==> config.mk <==
export PLATFORM = sky130hd
export DESIGN_NAME = instr_fetch_responder
export DESIGN_NICKNAME = d
export VERILOG_FILES = /design/src/rtl/instr_fetch_responder_pkg.sv /design/src/rtl/instr_fetch_responder_tag_store.sv /design/src/rtl/instr_fetch_responder.sv
export SDC_FILE = /design/constraint.sdc
export NUM_CORES = 2
export LEC_CHECK = 0
export ABC_CLOCK_PERIOD_IN_PS = 35700
export CAP_MARGIN = 15
export CORE_ASPECT_RATIO = 1.5
export CORE_MARGIN = 4
export CORE_UTILIZATION = 60
export DETAILED_ROUTE_END_ITERATION = 10
export MAX_ROUTING_LAYER = met4
export PLACE_DENSITY = 0.78
export SLEW_MARGIN = 20
export SYNTH_ARGS = -nofsm -noshare
export SYNTH_HDL_FRONTEND = slang
export SYNTH_SLANG_ARGS = --single-unit
==> constraint.sdc <==
create_clock -name clk -period 35.7 [get_ports clk]
set_input_delay 8.925 -clock clk [delete_from_list [all_inputs] [get_ports clk]]
set_output_delay 8.925 -clock clk [all_outputs]
set_load 0.03 [all_outputs]
==> src/rtl/instr_fetch_responder_pkg.sv <==
// Shared constants for the instruction fetch responder: FSM encodings and word offset.
package instr_fetch_responder_pkg;

    localparam int WORD_OFF = 3;

    localparam logic [1:0] ST_IDLE = 2'd0;
    localparam logic [1:0] ST_REQ  = 2'd1;
    localparam logic [1:0] ST_WAIT = 2'd2;
    localparam logic [1:0] ST_FILL = 2'd3;

endpackage

==> src/rtl/instr_fetch_responder_tag_store.sv <==
// Direct-mapped word buffer: valid/tag/data flops with a combinational lookup,
// one write port and a clear-all that takes priority over a same-cycle write.
module fetch_tag_store #(
    parameter int INDEX_BITS = 4,
    parameter int TAG_W      = 57
) (
    input  logic                  clk,
    input  logic                  rst_n,
    input  logic [INDEX_BITS-1:0] i_rd_idx,
    input  logic [TAG_W-1:0]      i_rd_tag,
    output logic                  o_rd_hit,
    output logic [63:0]           o_rd_data,
    input  logic                  i_wr_en,
    input  logic [INDEX_BITS-1:0] i_wr_idx,
    input  logic [TAG_W-1:0]      i_wr_tag,
    input  logic [63:0]           i_wr_data,
    input  logic                  i_clr
);

    localparam int ENTRIES = 1 << INDEX_BITS;

    logic [ENTRIES-1:0]             r_valid;
    logic [ENTRIES-1:0][TAG_W-1:0]  r_tag;
    logic [ENTRIES-1:0][63:0]       r_data;

    always_ff @(posedge clk or negedge rst_n) begin
        if (!rst_n) begin
            r_valid <= '0;
        end else if (i_clr) begin
            r_valid <= '0;
        end else if (i_wr_en) begin
            r_valid[i_wr_idx] <= 1'b1;
        end
    end

    // Tag/data need no reset: they are only observed behind a valid bit.
    always_ff @(posedge clk) begin
        if (i_wr_en) begin
            r_tag[i_wr_idx]  <= i_wr_tag;
            r_data[i_wr_idx] <= i_wr_data;
        end
    end

    assign o_rd_hit  = r_valid[i_rd_idx] && (r_tag[i_rd_idx] == i_rd_tag);
    assign o_rd_data = r_data[i_rd_idx];

endmodule

==> src/rtl/instr_fetch_responder.sv <==
// Fetch-side instruction responder: zero-latency hits from a small direct-mapped
// buffer, stall plus valid/ready bus refill on a miss.
module instr_fetch_responder
    import instr_fetch_responder_pkg::*;
#(
    parameter int INDEX_BITS = 4,
    parameter int ADDR_W     = 64
) (
    input  logic              clk,
    input  logic              rst_n,
    input  logic              instr_read_in,
    input  logic [ADDR_W-1:0] instr_address_in,
    output logic [63:0]       instr_read_value_out,
    output logic              instr_stall_out,
    output logic              instr_fault_out,
    input  logic              invalidate_in,
    output logic              mem_req_valid_out,
    input  logic              mem_req_ready_in,
    output logic [ADDR_W-1:0] mem_req_addr_out,
    input  logic              mem_resp_valid_in,
    input  logic [63:0]       mem_resp_data_in,
    input  logic              mem_resp_err_in
);

    localparam int TAG_W = ADDR_W - WORD_OFF - INDEX_BITS;

    logic [1:0]            r_state;
    logic [ADDR_W-1:0]     r_miss_addr;
    logic                  r_drop;
    logic                  r_fault;

    logic [INDEX_BITS-1:0] w_idx;
    logic [TAG_W-1:0]      w_tag;
    logic                  w_st_hit;
    logic [63:0]           w_st_data;
    logic                  w_hit;
    logic                  w_wr_en;
    logic                  w_unused;

    assign w_idx    = instr_address_in[WORD_OFF +: INDEX_BITS];
    assign w_tag    = instr_address_in[ADDR_W-1 : WORD_OFF+INDEX_BITS];
    assign w_unused = ^instr_address_in[WORD_OFF-1:0];

    // Invalidate in IDLE forces a miss so no stale word escapes in the fence cycle.
    assign w_hit = instr_read_in && w_st_hit && (r_state == ST_IDLE) && !invalidate_in;

    assign instr_stall_out      = instr_read_in && !w_hit;
    assign instr_read_value_out = w_hit ? w_st_data : 64'd0;
    assign instr_fault_out      = r_fault;
    assign mem_req_valid_out    = (r_state == ST_REQ);
    assign mem_req_addr_out     = r_miss_addr;

    assign w_wr_en = (r_state == ST_WAIT) && mem_resp_valid_in && !mem_resp_err_in && !r_drop;

    fetch_tag_store #(
        .INDEX_BITS (INDEX_BITS),
        .TAG_W      (TAG_W)
    ) u_store (
        .clk       (clk),
        .rst_n     (rst_n),
        .i_rd_idx  (w_idx),
        .i_rd_tag  (w_tag),
        .o_rd_hit  (w_st_hit),
        .o_rd_data (w_st_data),
        .i_wr_en   (w_wr_en),
        .i_wr_idx  (r_miss_addr[WORD_OFF +: INDEX_BITS]),
        .i_wr_tag  (r_miss_addr[ADDR_W-1 : WORD_OFF+INDEX_BITS]),
        .i_wr_data (mem_resp_data_in),
        .i_clr     (invalidate_in)
    );

    always_ff @(posedge clk or negedge rst_n) begin
        if (!rst_n) begin
            r_state     <= ST_IDLE;
            r_miss_addr <= '0;
            r_drop      <= 1'b0;
            r_fault     <= 1'b0;
        end else begin
            r_fault <= 1'b0;
            case (r_state)
                ST_IDLE: begin
                    if (instr_read_in && !w_hit && !invalidate_in) begin
                        r_miss_addr <= {instr_address_in[ADDR_W-1:WORD_OFF], {WORD_OFF{1'b0}}};
                        r_state     <= ST_REQ;
                    end
                end
                ST_REQ: begin
                    if (invalidate_in) r_drop <= 1'b1;
                    if (mem_req_ready_in) r_state <= ST_WAIT;
                end
                ST_WAIT: begin
                    if (invalidate_in) r_drop <= 1'b1;
                    if (mem_resp_valid_in) begin
                        r_fault <= mem_resp_err_in;
                        r_state <= ST_FILL;
                    end
                end
                ST_FILL: begin
                    // Lookup is redone in IDLE against whatever PC fetch presents now.
                    r_drop  <= 1'b0;
                    r_state <= ST_IDLE;
                end
                default: r_state <= ST_IDLE;
            endcase
        end
    end

endmodule

==> reports/qor.yml <==
run_status:
  outcome: "finished clean"
timing:
  final_period_minus_worst_setup_slack_ns: 25.11
  setup-violations-final: 0
  layout_setup_ws_ns: 10.59
  timing.slew.headroom_pct: 24.8
  finalMaxSlewViolations: 0
  transition_time_of_the_tightest_slew_check_pin_ns: 1.13
  fin_tns_setup_ns: 0
  fin_skew_ns: 0.0306
  max_freq_mhz: 39.8
  grt_setup_unrepaired: "no"
  min_period_over_period_pct: 70.3
  hold_viol_final: 0
placement:
  pre_cts_ws_ns: 10.44
  hpwl_um: 101000
  port_buffers: 259
  placedCellCount: 5421
  gpl.final_weighted_congestion: 0.980
clock_network:
  cts.sink_count: 2017
  clock_slew_at_reported_path_ffs_ns: 0.06
  tritoncts: "done"
  count_of_h_tree_levels_built_during_cts: 4
  clock_latency_ns: 0.80
  clock_path_buffers: 3
  cts_hold_repair.buffers: 0
  postCtsSetupRepairBufs: 0
  cts_root_buf: "sky130_fd_sc_hd__clkbuf_16"
  cts_inserted_buffers: 174
  cts-resized-gates: 0
worst_setup_path:
  critical_path.endpoint_type: "output port"
  cp_data_required_time_ns: 26.77
  timing.setup.critical_path_class: "input port to output port"
  data_arrival_critical_path_ns: 16.18
  setup.worst_path.start_class: "input port"
  critical_path_peak_fanout: 65
synthesis:
  synth_cell_type_count: 79
  netlist_instances: 3559
  ys.flop_type: "sky130_fd_sc_hd__edfxtp_1"
  synth-edff-count: 1936
  ys_warn_count: 0
  asyncSetResetFlopFracSynth_pct: 4.02
  synthesis.area_mm2: 0.0790
  ys_seq_area_share_pct: 76.2
  post_syn_area_per_cell_um2: 22.2
  flip_flop_and_latch_count_after_synthesis: 2017
detailed_routing:
  routed_via_density: 6.80
  routed-via-count: 39161
  drc: 0
  antenna_violating_nets_post_route: 0
  highest_layer: "met4"
  met2RoutedLength_um: 98200
  detail_route.wirelength.met1_um: 69700
  met3_length_um: 17800
  drt-initial-drc-count: 5004
  routed_wire_length_per_instance_um: 33.9
  route.final.wire_length_um: 195000
  detail_route.first_pass.iterations: 7
die:
  rows: 162
  placeableCoreArea_mm2: 0.130
  chipWidth_um: 304
  ports_placed_on_the_boundary: 266
  initial_utilization_pct: 60.6
  die_height_um: 452
  die_area_mm2: 0.138
finish:
  count_of_nets_after_finishing: 4016
  post_route_cells_drive_above_1_share_pct: 23.2
  area_of_the_multi_input_gates_mm2: 0.0178
  layout.cells.non_filler: 5760
  areaGrowthSynthToFinish_pct: 13.0
  area.sequential_mm2: 0.0602
  nFillCells: 7751
global_route:
  first_global_vias: 39834
  grt_pass1_wl_um: 283000
  grt_antenna_before_repair: 22
  grt_max_degree: 114
  grt-ovfl-total: 0
  gr-usage-all-layers_pct: 29.5
pwr:
  vdd.ir_drop.worst_v: 0.0000603
  p_sw_share_pct: 23.8
  clkPwrFrac_pct: 35.2
  p_leak_nw: 28.4
  cell_internal_pwr_mw: 4.10
  combPwrFrac_pct: 9.2
  switching_power_mw: 1.28
  p_per_area_mw_per_mm2: 60.3
  share_seq_of_total_power_pct: 55.6
flow_run:
  drv.max_cap_violation_count: 0
hold_path:
  hold_path_class: "flop to flop"
path summary, 6_finish.rpt:
path	from	end	slack, ns	cells after the start
max in group asynchronous	rst_n	mem_req_addr_out[16]$_DFFE_PN0P_	26.34	2
hold reg to reg	r_drop$_DFFE_PN0P_	r_drop$_DFFE_PN0P_	0.48	2
setup / recovery	instr_address_in[3]	instr_read_value_out[34]	10.59	15
min in group asynchronous	rst_n	mem_req_addr_out[23]$_DFFE_PN0P_	8.19	1
hold / removal	r_drop$_DFFE_PN0P_	r_drop$_DFFE_PN0P_	0.48	2
setup reg to reg	r_state[0]$_DFFE_PN0P_	mem_req_addr_out[22]$_DFFE_PN0P_	31.12	12
metal layers:
metal | up-vias | GRT usage [%]
met5 | - | -
met4 | 0 | 13.1
met3 | 436 | 5.38
met2 | 2499 | 47.2
met1 | 20646 | 37.8
li1 | 15580 | -
critical path, cell delays in order:
cell	delay, ns
sky130_fd_sc_hd__buf_8	0.40
sky130_fd_sc_hd__buf_4	0.75
sky130_fd_sc_hd__buf_4	0.77
sky130_fd_sc_hd__buf_4	0.79
sky130_fd_sc_hd__buf_4	0.75
sky130_fd_sc_hd__mux4_2	0.59
sky130_fd_sc_hd__mux2i_1	0.18
sky130_fd_sc_hd__xnor2_1	0.12
sky130_fd_sc_hd__nor2_1	0.40
sky130_fd_sc_hd__a31oi_1	0.20
sky130_fd_sc_hd__nor4_1	0.37
sky130_fd_sc_hd__nand4_1	0.26
sky130_fd_sc_hd__buf_4	0.48
sky130_fd_sc_hd__nor2b_1	0.27
sky130_fd_sc_hd__clkdlybuf4s50_1	0.72
final cells by class:
class | count | share of cell area [%]
antenna | 21 | 0.0589
clock buffer | 224 | 5.25
clock inverter | 93 | 1.10
inverter | 32 | 0.140
multi-input combinational | 1329 | 19.9
sequential | 2017 | 67.4
tap | 1722 | 2.41
timing repair buffer | 322 | 3.68
flip-flops by register name, indices dropped and copies added (netlist names):
signal,flops
instr_fault_out,1
mem_req_addr_out,61
r_drop,1
r_state,2
u_store.r_data,1024
u_store.r_tag,912
u_store.r_valid,16
cells in the mapped netlist, types with 5 or more instances:
library cell | instances | area share [%]
sky130_fd_sc_hd__a211oi_1 | 7 | 0.067
sky130_fd_sc_hd__a21oi_1 | 25 | 0.16
sky130_fd_sc_hd__a221oi_1 | 13 | 0.14
sky130_fd_sc_hd__a22oi_1 | 25 | 0.24
sky130_fd_sc_hd__a31oi_1 | 14 | 0.11
sky130_fd_sc_hd__buf_1 | 40 | 0.19
sky130_fd_sc_hd__buf_2 | 46 | 0.29
sky130_fd_sc_hd__buf_4 | 33 | 0.31
sky130_fd_sc_hd__buf_6 | 19 | 0.27
sky130_fd_sc_hd__clkbuf_1 | 45 | 0.21
sky130_fd_sc_hd__dfrtp_1 | 81 | 2.6
sky130_fd_sc_hd__edfxtp_1 | 1936 | 74
sky130_fd_sc_hd__ha_1 | 5 | 0.079
sky130_fd_sc_hd__inv_1 | 31 | 0.15
sky130_fd_sc_hd__mux2_2 | 23 | 0.33
sky130_fd_sc_hd__mux2_4 | 61 | 1.2
sky130_fd_sc_hd__mux2i_1 | 134 | 1.7
sky130_fd_sc_hd__mux4_2 | 502 | 14
sky130_fd_sc_hd__nand2_1 | 68 | 0.32
sky130_fd_sc_hd__nand2b_1 | 19 | 0.15
sky130_fd_sc_hd__nand3_1 | 18 | 0.11
sky130_fd_sc_hd__nand3b_1 | 7 | 0.067
sky130_fd_sc_hd__nor2_1 | 77 | 0.37
sky130_fd_sc_hd__nor2b_1 | 79 | 0.63
sky130_fd_sc_hd__nor3_1 | 20 | 0.13
sky130_fd_sc_hd__nor3b_1 | 5 | 0.048
sky130_fd_sc_hd__nor4_1 | 11 | 0.087
sky130_fd_sc_hd__o2111ai_1 | 6 | 0.067
sky130_fd_sc_hd__o21ai_0 | 23 | 0.15
sky130_fd_sc_hd__o221ai_1 | 11 | 0.12
sky130_fd_sc_hd__o22ai_1 | 29 | 0.23
sky130_fd_sc_hd__o31ai_1 | 6 | 0.057
sky130_fd_sc_hd__o32ai_1 | 7 | 0.078
sky130_fd_sc_hd__xnor2_1 | 34 | 0.38
sky130_fd_sc_hd__xor2_1 | 19 | 0.21
layout by cell type (no fill, tap or decap), types with 7 or more instances in the layout:
master and instances:
sky130_fd_sc_hd__edfxtp_1 1936, sky130_fd_sc_hd__mux4_2 502, sky130_fd_sc_hd__clkdlybuf4s50_1 254, sky130_fd_sc_hd__clkbuf_16 178
sky130_fd_sc_hd__mux2i_1 134, sky130_fd_sc_hd__dfrtp_1 81, sky130_fd_sc_hd__nor2b_1 79, sky130_fd_sc_hd__nand2_1 68
sky130_fd_sc_hd__nor2_1 68, sky130_fd_sc_hd__mux2_4 61, sky130_fd_sc_hd__buf_4 47, sky130_fd_sc_hd__clkbuf_1 40
sky130_fd_sc_hd__xnor2_1 34, sky130_fd_sc_hd__clkinv_1 32, sky130_fd_sc_hd__inv_1 30, sky130_fd_sc_hd__clkinv_2 30
sky130_fd_sc_hd__o22ai_1 29, sky130_fd_sc_hd__a21oi_1 25, sky130_fd_sc_hd__a22oi_1 25, sky130_fd_sc_hd__mux2_2 23
sky130_fd_sc_hd__o21ai_0 23, sky130_fd_sc_hd__diode_2 21, sky130_fd_sc_hd__bufinv_16 20, sky130_fd_sc_hd__nand2b_1 19
sky130_fd_sc_hd__xor2_1 19, sky130_fd_sc_hd__nand3_1 18, sky130_fd_sc_hd__nor3_1 15, sky130_fd_sc_hd__buf_12 15
sky130_fd_sc_hd__a31oi_1 14, sky130_fd_sc_hd__a221oi_1 13, sky130_fd_sc_hd__o221ai_1 11, sky130_fd_sc_hd__nor4_1 10
sky130_fd_sc_hd__nor2_4 9, sky130_fd_sc_hd__nand3b_1 7, sky130_fd_sc_hd__a211oi_1 7, sky130_fd_sc_hd__o32ai_1 7
cell families after synthesis:
kind of cell	count (synthesis)	synth area share, %
DFF	2017	76.2
adders and majority gates	5	0.0792
buffers and inverters	215	1.43
xor gates and xnor gates	53	0.588
AOI/OAI and AO/OA	210	1.92
muxes	723	17.5
other	1	0.00475
and+or+nand+nor	335	2.24
metrics by stage:
step | instance area [um^2] | total power, mW | hold WS (ns) | util (%)
3_5_place_dp | 83500 | 3.53 | 0.464 | 64.0
3_3_place_gp | 83500 | 3.51 | 0.474 | 64.0
2_1_floorplan | 79000 | 3.26 | 0.439 | -
4_1_cts | 89100 | 5.40 | 0.479 | 68.4
5_1_grt | 89200 | 5.54 | 0.527 | 68.5
6_report | 89200 | 5.38 | 0.480 | 68.5
power by group through the flow:
stage	combinational, mW	sequential (mW)	clock, mW
after global routing	0.518	3.01	2.02
final	0.497	2.99	1.89
after floorplan	0.223	3.04	0
after CTS	0.500	2.99	1.91
after detailed placement	0.496	3.04	0
after global placement	0.490	3.02	0
Power figures use the tool's default switching activity.
